`config.mk`:
```
export PLATFORM = sky130hd
export DESIGN_NAME = fft_seq_ctrl
export DESIGN_NICKNAME = d
export VERILOG_FILES = /design/src/rtl/fft_seq_ctrl.sv
export SDC_FILE = /design/constraint.sdc
export NUM_CORES = 1
export LEC_CHECK = 0
export CAP_MARGIN = 20
export CORE_UTILIZATION = 40
export DETAILED_ROUTE_END_ITERATION = 8
export PLACE_DENSITY = 0.57
export SKIP_CTS_REPAIR_TIMING = 1
export SYNTH_ARGS = -nofsm -noshare
export SYNTH_HDL_FRONTEND = slang
export SYNTH_SLANG_ARGS = --single-unit
```
`constraint.sdc`:
```
create_clock -name clk_sys -period 2.9 [get_ports clk_sys]
set_clock_uncertainty 0.1 [all_clocks]
set_input_delay 0.58 -clock clk_sys [delete_from_list [all_inputs] [get_ports clk_sys]]
set_output_delay 0.58 -clock clk_sys [all_outputs]
set_load 0.02 [all_outputs]
```
`src/rtl/fft_seq_ctrl.sv`:
```
// FFT block sequencer.
// Accepts one block of 2**ldn source samples, tags them with block/stage sync pulses
// for the FFT pipeline, then counts 2**ldn result samples and pulses done_o.
//
// Ports:
//   clk_sys        system clock, rising edge
//   rst_sys_n      asynchronous active-low reset
//   start_i        one-cycle block request, ldn_i sampled with it
//   ldn_i          log2 block size
//   src_val_i      source sample available
//   src_rdy_o      controller accepts a source sample (FEED only)
//   block_sync_o   marks sample 0 of the block
//   stage_sync_o   marks samples 0, N/4, N/2, 3N/4
//   data_val_o     accepted sample valid to pipeline
//   ldn_rg_o       latched block size, held until next valid start
//   res_val_i      result sample valid from pipeline
//   busy_o         block in progress
//   done_o         pulse after last result sample
//   err_o          pulse after a start with illegal ldn_i
module fft_seq_ctrl #(
  parameter int unsigned LDN_MIN = 2,
  parameter int unsigned LDN_MAX = 11
) (
  input  logic       clk_sys,
  input  logic       rst_sys_n,
  input  logic       start_i,
  input  logic [3:0] ldn_i,
  input  logic       src_val_i,
  output logic       src_rdy_o,
  output logic       block_sync_o,
  output logic       stage_sync_o,
  output logic       data_val_o,
  output logic [3:0] ldn_rg_o,
  input  logic       res_val_i,
  output logic       busy_o,
  output logic       done_o,
  output logic       err_o
);

  typedef enum logic [1:0] {StIdle, StFeed, StDrain} state_e;

  state_e      state_q, state_d;
  logic [3:0]  ldn_q, ldn_d;
  logic [10:0] in_cnt_q, in_cnt_d;
  logic [10:0] out_cnt_q, out_cnt_d;
  logic        done_q, done_d;
  logic        err_q, err_d;

  logic        ldn_legal;
  logic [11:0] n_full;
  logic [10:0] n_m1;
  logic [10:0] quarter_mask;
  logic        accept;

  assign ldn_legal    = (32'(ldn_i) >= LDN_MIN) && (32'(ldn_i) <= LDN_MAX);
  assign n_full       = 12'd1 << ldn_q;
  assign n_m1         = 11'(n_full - 12'd1);
  // (N-1)>>2 == N/4-1; zero for N=4, so every sample is a stage boundary.
  assign quarter_mask = n_m1 >> 2;
  assign accept       = (state_q == StFeed) && src_val_i;

  // State register
  always_ff @(posedge clk_sys or negedge rst_sys_n) begin
    if (!rst_sys_n) begin
      state_q   <= StIdle;
      ldn_q     <= '0;
      in_cnt_q  <= '0;
      out_cnt_q <= '0;
      done_q    <= 1'b0;
      err_q     <= 1'b0;
    end else begin
      state_q   <= state_d;
      ldn_q     <= ldn_d;
      in_cnt_q  <= in_cnt_d;
      out_cnt_q <= out_cnt_d;
      done_q    <= done_d;
      err_q     <= err_d;
    end
  end

  // Next-state logic
  always_comb begin
    state_d   = state_q;
    ldn_d     = ldn_q;
    in_cnt_d  = in_cnt_q;
    out_cnt_d = out_cnt_q;
    done_d    = 1'b0;
    err_d     = 1'b0;
    unique case (state_q)
      StIdle: begin
        if (start_i) begin
          if (ldn_legal) begin
            ldn_d     = ldn_i;
            in_cnt_d  = '0;
            out_cnt_d = '0;
            state_d   = StFeed;
          end else begin
            err_d = 1'b1;
          end
        end
      end
      StFeed: begin
        if (accept) begin
          in_cnt_d = in_cnt_q + 11'd1;
          if (in_cnt_q == n_m1) state_d = StDrain;
        end
      end
      StDrain: begin
        if (res_val_i) begin
          out_cnt_d = out_cnt_q + 11'd1;
          if (out_cnt_q == n_m1) begin
            state_d = StIdle;
            done_d  = 1'b1;
          end
        end
      end
      default: state_d = StIdle;
    endcase
  end

  // Outputs
  always_comb begin
    src_rdy_o    = (state_q == StFeed);
    data_val_o   = accept;
    block_sync_o = accept && (in_cnt_q == '0);
    stage_sync_o = accept && ((in_cnt_q & quarter_mask) == '0);
    busy_o       = (state_q != StIdle);
    ldn_rg_o     = ldn_q;
    done_o       = done_q;
    err_o        = err_q;
  end

endmodule

```
; ---- Word level (Yosys, flattened, before mapping)
; Cells that the tools add are included.
[classes]
muxes = 19
n_bitwise = 1
n_eq_ne = 10
magnitude_cmp = 2
n_addsub = 3
n_reduce_logical = 14
shifts = 1
[ops]
columns = op, count
row1 = 11-bit two-way mux, 4
row2 = 11-bit one-hot mux with 2 select lines, 2
row3 = "11-bit by 1-bit adder with 11-bit output, second input constant", 2
row4 = 11-bit == test, 2
row5 = 11-bit zero test, 2
row6 = 2-bit two-way mux, 6
row7 = 11-bit by 9-bit bitwise AND with 11-bit output, 1
row8 = "1-bit by 4-bit << shifter with 11-bit output, first input constant", 1
row9 = "11-bit by 1-bit subtractor with 11-bit output, second input constant", 1
row10 = "2-bit != test, second input constant", 4
row11 = 4-bit AND reduction, 2
row12 = 1-bit two-way mux, 6
row13 = 2-bit one-hot mux with 3 select lines, 1
row14 = 6-bit AND reduction, 1
row15 = 2-bit nonzero test, 3
row16 = "4-bit by 2-bit greater-or-equal comparator with 1-bit output, second input constant", 1
row17 = "4-bit less-or-equal comparator, second input constant", 1
row18 = 1-bit logical AND, 4
row19 = "2-bit by 1-bit != test with 1-bit output, second input constant", 2
row20 = 3-bit AND reduction, 1
row21 = "2-bit by 1-bit == test with 1-bit output, second input constant", 1
row22 = "2-bit == test, second input constant", 1
row23 = 2-bit zero test, 1
[word_totals]
ff_bits = 30
in_bits = 9
elab_cells = 56
out_inout_bits = 11

; ---- Longest topological paths before layout
; Gate-level depths: netlist of run 1.
[depth]
word_depth = 6
ltp_mapped = 13
mapped_depth_nobuf = 9

; ---- Least setup slack after synthesis of run 1
; Ideal clock, no wire load.
[synth_path]
path_type = flip-flop to output port
from = register ldn_q[1], in the netlist ldn_rg_o[1]
to = output stage_sync_o
required_ns = 2.220
path_buffers = 4
path_stages_with_launch = 12
setup_slack_ns = -0.349
arrival_time_ns = 2.569
cell_sequence = dfrtp_1 > buf_4 > buf_6 > nor4_1 > inv_1 > ha_1 > buf_2 > buf_2 > xor2_1 > a21oi_1 > nand3_1 > a221oi_1
[synth_between]
elab_chain_cells = 5
[synth_rtl]
columns = item, line
row1 = from (decl), 43  ; logic [3:0] ldn_q, ldn_d;
row2 = from (signal assigned), 73  ; ldn_q <= ldn_d;
row3 = 1-bit by 4-bit << shifter with 11-bit output, 56  ; assign n_full = 12'd1 << ldn_q;
row4 = 11-bit by 1-bit subtractor with 11-bit output, 57  ; assign n_m1 = 11'(n_full - 12'd1);
row5 = 11-bit by 9-bit bitwise AND with 11-bit output, 126  ; stage_sync_o = accept && ((in_cnt_q & quarter_mask) == '0);
row6 = 11-bit zero test, 126
row7 = 1-bit logical AND, 126
row8 = to (decl), 31  ; output logic stage_sync_o,
; No other way between the ends.

; ---- Worst setup path in the final report of run 1
[layout_path]
from = register ldn_q[0], in the netlist ldn_rg_o[0]
to = output stage_sync_o
; The elaborated chain is that of the path after synthesis.

==> results of run 1 <==
final cells by class:
type                            count  area share, %
Clock buffer                        7           2.70
Tap cell                           72           3.18
Inverter                           15           1.99
Timing Repair Buffer               47           14.3
Multi-Input combinational cell    209           50.1
Sequential cell                    30           26.6
Clock inverter                      1           1.06
per-layer routing:
metal / vias up / share of wire, % / global-route usage [%]
met4: 0 / 2.5 / 6.79
met3: 17 / 5.4 / 4.05
li1: 1042 / - / -
met2: 75 / 45 / 33.0
met5: - / 0 / 0
met1: 1057 / 47 / 31.2
through the flow:
| stage | util, % | std cells |
|---|---|---|
| after floorplan | - | 274 |
| after global placement | 48.6 | 372 |
| after detailed placement | 48.6 | 372 |
| after CTS | 50.5 | 380 |
| after global routing | 51.7 | 381 |
| final | 51.7 | 381 |
cell usage after synthesis, types with 4 or more instances:
master / count
inv_1: 15
nand2_1: 27
clkbuf_1: 10
a21oi_1: 10
nor2_1: 29
ha_1: 4
buf_6: 4
nand3_1: 10
dfrtp_1: 30
nand4_1: 11
xor2_1: 19
xnor2_1: 9
and2_1: 4
and3_1: 7
nor3_1: 8
o21ai_0: 18
power by group:
| part | leakage (nW) | internal [mW] | switching (mW) | total (mW) |
|---|---|---|---|---|
| logic | 0.751 | 0.346 | 0.448 | 0.794 |
| registers | 0.390 | 0.471 | 0.0693 | 0.540 |
| clock network | 0.0524 | 0.257 | 0.159 | 0.416 |
critical path, cell delays in order, from the launching register on:
cell and delay (ns):
dfrtp_2 0.42, nor4_4 0.30, inv_1 0.12, ha_4 0.20, and2_4 0.16, nor2_2 0.09
o21ai_2 0.07, nand2_1 0.09, nand3_2 0.11, a221oi_4 0.21, buf_6 0.15
flip-flops by register name, indices dropped and copies added, names as in the netlist:
name / count
in_cnt_q: 11
done_o: 1
out_cnt_q: 11
state_q: 2
ldn_rg_o: 4
err_o: 1
kinds of logic (layout without fill, tap and decap cells):
| group | after synthesis | count (layout) | share of synthesized area [%] |
|---|---|---|---|
| simple gates | 113 | 113 | 26.1 |
| compound gates | 59 | 59 | 17.5 |
| buf+inv | 35 | 70 | 7.80 |
| flops | 30 | 30 | 33.2 |
| xor+xnor | 28 | 28 | 10.8 |
| mux | 5 | 5 | 2.38 |
| fa+ha+maj | 4 | 4 | 2.21 |
worst paths after layout:
check	from	endpoint	slack [ns]	cells after the start
setup / recovery	ldn_rg_o[0]	stage_sync_o	0.03	10
hold / removal	out_cnt_q[1]	out_cnt_q[1]	0.49	1
setup reg to reg	ldn_rg_o[0]	state_q[1]	0.31	10
hold reg to reg	out_cnt_q[1]	out_cnt_q[1]	0.49	1
max in group asynchronous	rst_sys_n	ldn_rg_o[0]	1.80	2
min in group asynchronous	rst_sys_n	err_o	0.59	2
==> flow_summary.toml, run 1 <==
[outcome]
status = "completed"

[yosys]
yosys.area.top_type_share_pct = 33.2
synthesis.nets = 287
yosys.cell_types.count = 51
synth_cells = 274
async_flop_share_pct = 100
ys.flop_type = "dfrtp_1"
synth_top_area_cell = "dfrtp_1"
synth.top_cells.by_area = "dfrtp_1, xor2_1, nor2_1"
ys_warn_count = 0
synth_edf_count = 0
synth_area_per_cell_um2 = 8.25
seq_area_frac_synth_pct = 33.2
ys_ff_latch = 30
syn_area_um2 = 2260

[cts]
cts.path.max_buffers = 2
cts.sink_count = 30
clock_latency_ns = 0.28
tritoncts = "built"
path_clk_slew_ns = 0.07
cts_max_level = 2
root_buffer = "clkbuf_8"
cts_buffers = 5

[worst_setup_path]
critPathMaxFanout = 6
endpoint_kind = "primary output"
worstPathArrival_ns = 2.19
required_ns = 2.22
path_class = "reg -> out"
cp-start-kind = "register"

[sta]
maxSlewHeadroom_pct = 44.5
max_freq_mhz = 349
setup_viol = 0
tns_ns = 0
hold_viol = 0
fin_crit_sh_pct = 98.8
hold_slack_ns = 0.491
drv_slew = 0
worst_slack_ns = 0.0345
worst_pin_slew_ns = 0.833
min_period_ns = 2.87
rsz0062_at_grt = "true"

[finish]
layout_common_cells = "nor2_1, dfrtp_1, nand2_1, buf_4, xor2_1"
num-fill-cells = 551
final_area_um2 = 2830
nets = 321
multi_input_area_um2 = 1420
syn2layout_area_growth_pct = 25.1
insertedDiodeCount = 0
seq_area_um2 = 753
layout-drive-gt1-share_pct = 18.1

[floorplan]
fp.dieW_um = 77.2
row_count = 27
die-area_um2 = 5960
die_h_um = 77.2
start_util_pct = 41.3
io-pin-count = 20
coreArea_um2 = 5470

[placement]
place_ws_ns = -0.277
port_buffers = 19
dpl_cell_area_um2 = 2660
place.gp.congestion = 0.865
hpwlAfterDp_um = 4390

[route]
first_pass_iters = 4
wl_per_cell_um = 16.1
routed_wirelength_um = 6140
viasPerCell = 5.75
drc = 0
num_vias = 2191
ant_nets = 0
dr.first_iter.drc_count = 278

[grt]
grt_overflow = 0
grt_first_pass_wirelength_um = 10200
antenna_found_initial = 0
grt_pass1_vias = 1980
grt_max_degree = 31
gr-usage-all-layers_pct = 21.8

[worst_hold_path]
hp-class = "reg -> reg"

[power]
power_mw = 1.75
power.density_nw_per_um2 = 619
peakVddDrop_mv = 0.263
p_leak_nw = 1.19

[flow_run]
drv_cap = 0
Power figures use the tool's default switching activity.
==> run 2, diff against run 1 <==
--- a/config.mk
+++ b/config.mk
@@ -7,8 +7,10 @@
 export LEC_CHECK = 0
 export CAP_MARGIN = 20
 export CORE_UTILIZATION = 40
+export CTS_CLUSTER_DIAMETER = 60
 export DETAILED_ROUTE_END_ITERATION = 8
 export PLACE_DENSITY = 0.57
+export RECOVER_POWER = 50
 export SKIP_CTS_REPAIR_TIMING = 1
 export SYNTH_ARGS = -nofsm -noshare
 export SYNTH_HDL_FRONTEND = slang
==> run 2 against run 1 <==
Effect of this change:
- the flow now finishes with violations (max-capacitance violations, max-slew violations)
- core utilization shrank 0.14 points
- sequential cell count stayed put
- power down 0.20%
- setup slack gained 0.00099 ns
- register-to-register slack hardly changed
- sequential power barely moved
- die area stayed put
- sequential share of layout area is 0.071 points higher
- clock-buffer cell count stayed put
- combinational power about the same
- hold slack hardly changed
- largest cell class unchanged
==> flow_summary.toml, run 2 (synthesis results as in run 1) <==
[outcome]
status = "complete, but fails checks"
violations = "max-capacitance violations, max-slew violations"

[sta]
worst_pin_slew_ns = 1.69
setup_viol = 0
maxSlewHeadroom_pct = -12.8
hold_viol = 0
min_period_ns = 2.86
drv_slew = 31
fin_crit_sh_pct = 98.8
rsz0062_at_grt = "true"
max_freq_mhz = 349

[cts]
cts.sink_count = 30
clock_latency_ns = 0.27
cts_buffers = 5
root_buffer = "clkbuf_8"
path_clk_slew_ns = 0.07
cts.path.max_buffers = 2
tritoncts = "built"
cts_max_level = 2

[route]
wl_per_cell_um = 16.0
routed_wirelength_um = 6100
num_vias = 2189
first_pass_iters = 4
dr.first_iter.drc_count = 289
viasPerCell = 5.75
ant_nets = 0
drc = 0

[worst_setup_path]
cp-start-kind = "register"
crit_path_start = "ldn_rg_o[0]"
crit_path_cell_trace = "nor4_4, inv_1, ha_4, and2_4, nor2_2, o21ai_2, nand2_1, nand3_2, a221oi_4, buf_6"
path_class = "reg -> out"
r2r_slack_ns = 0.31
endpoint_kind = "primary output"
reg2reg_to = "state_q[1]"
worstSetupEndpoint = "stage_sync_o"
r2r_cells = 10
crit_path_max_incr_delay_ns = 0.42
critPathMaxFanout = 6
r2r_start = "ldn_rg_o[0]"
required_ns = 2.22
cp_slowest_cell = "dfrtp_2"
worstPathArrival_ns = 2.18

[finish]
final_area_um2 = 2820
num-fill-cells = 554
fin_cells = 381
utilization_pct = 51.6
syn2layout_area_growth_pct = 24.8
layout_common_cells = "nor2_1, dfrtp_1, nand2_1"
nets = 321
insertedDiodeCount = 0
layout-drive-gt1-share_pct = 17.5

[grt]
grt_use_met3_pct = 4.05
grt_first_pass_wirelength_um = 10200
met2_usage_pct = 33.0
busiest_layer = "met2"
grt_pass1_vias = 1980
gr-usage-met1_pct = 31.2
grt_max_degree = 31
antenna_found_initial = 0
grt_overflow = 0
gr-usage-all-layers_pct = 21.8

[floorplan]
die_h_um = 77.2
fp.dieW_um = 77.2
io-pin-count = 20
die-area_um2 = 5960
coreArea_um2 = 5470
row_count = 27
start_util_pct = 41.3

[placement]
port_buffers = 19
place_inst = 372
place.gp.congestion = 0.865
hpwlAfterDp_um = 4390
dpl_cell_area_um2 = 2660

[power]
p_leak_nw = 1.19
power.density_nw_per_um2 = 619
peakVddDrop_mv = 0.263

[worst_hold_path]
min_from = "out_cnt_q[1]"
whs_path_depth = 1
hp-class = "reg -> reg"

[flow_run]
drv_cap = 1
[run 2: cell types whose count changed in the layout (fill, tap and decap cells not counted)]
cell	before	now
and2_0	0	1
and2_1	3	2
buf_4	27	25
clkbuf_1	2	4
clkdlybuf4s50_1	18	15
dlygate4sd3_1	0	3
[run 2: how the worst min path moves through the flow]
stage / end
after floorplan: done_o
after global placement: state_q[0]
after detailed placement: out_cnt_q[1]
after CTS: out_cnt_q[1]
after global routing: in_cnt_q[1]
final: out_cnt_q[1]
[run 2: power by group]
| part | leakage, nW | internal, mW | total, mW | switching [mW] |
|---|---|---|---|---|
| clock network | 0.0524 | 0.257 | 0.414 | 0.157 |
| registers | 0.390 | 0.471 | 0.540 | 0.0689 |
| logic | 0.751 | 0.345 | 0.793 | 0.448 |
[run 2: metal layers]
layer / vias to the layer above / wire length [µm]
li1: 1040 / -
met2: 76 / 2760
met1: 1063 / 2900
met3: 10 / 316
met4: 0 / 121
met5: - / 0
[run 2: through the flow]
step,setup slack [ns],hold WS (ns),TNS (ns),total power [mW]
final,0.0355,0.491,0,1.75
after global routing,-0.0598,0.536,-0.0598,1.85
after CTS,-0.585,0.498,-0.585,1.71
after detailed placement,-0.277,0.480,-0.277,1.29
after global placement,-0.184,0.485,-0.184,1.29
after floorplan,0.00449,0.184,0,1.05
[run 2: critical path: cells and delay by family (launching register included)]
family          cells  cell delay [ns]
compound gates      2             0.28
fa+ha+maj           1             0.20
buf+inv             2             0.27
flops               1             0.42
simple gates        5             0.75
[run 2: cell type report]
cell class	count	area [µm²]	share of cell area, %
clock inverter	1	30.0	1.06
clock buffer	7	76.3	2.71
multi-input combinational	209	1420	50.2
sequential	30	753	26.7
inverter	15	56.3	2.00
timing repair buffer	47	398	14.1
tap	72	90.1	3.19
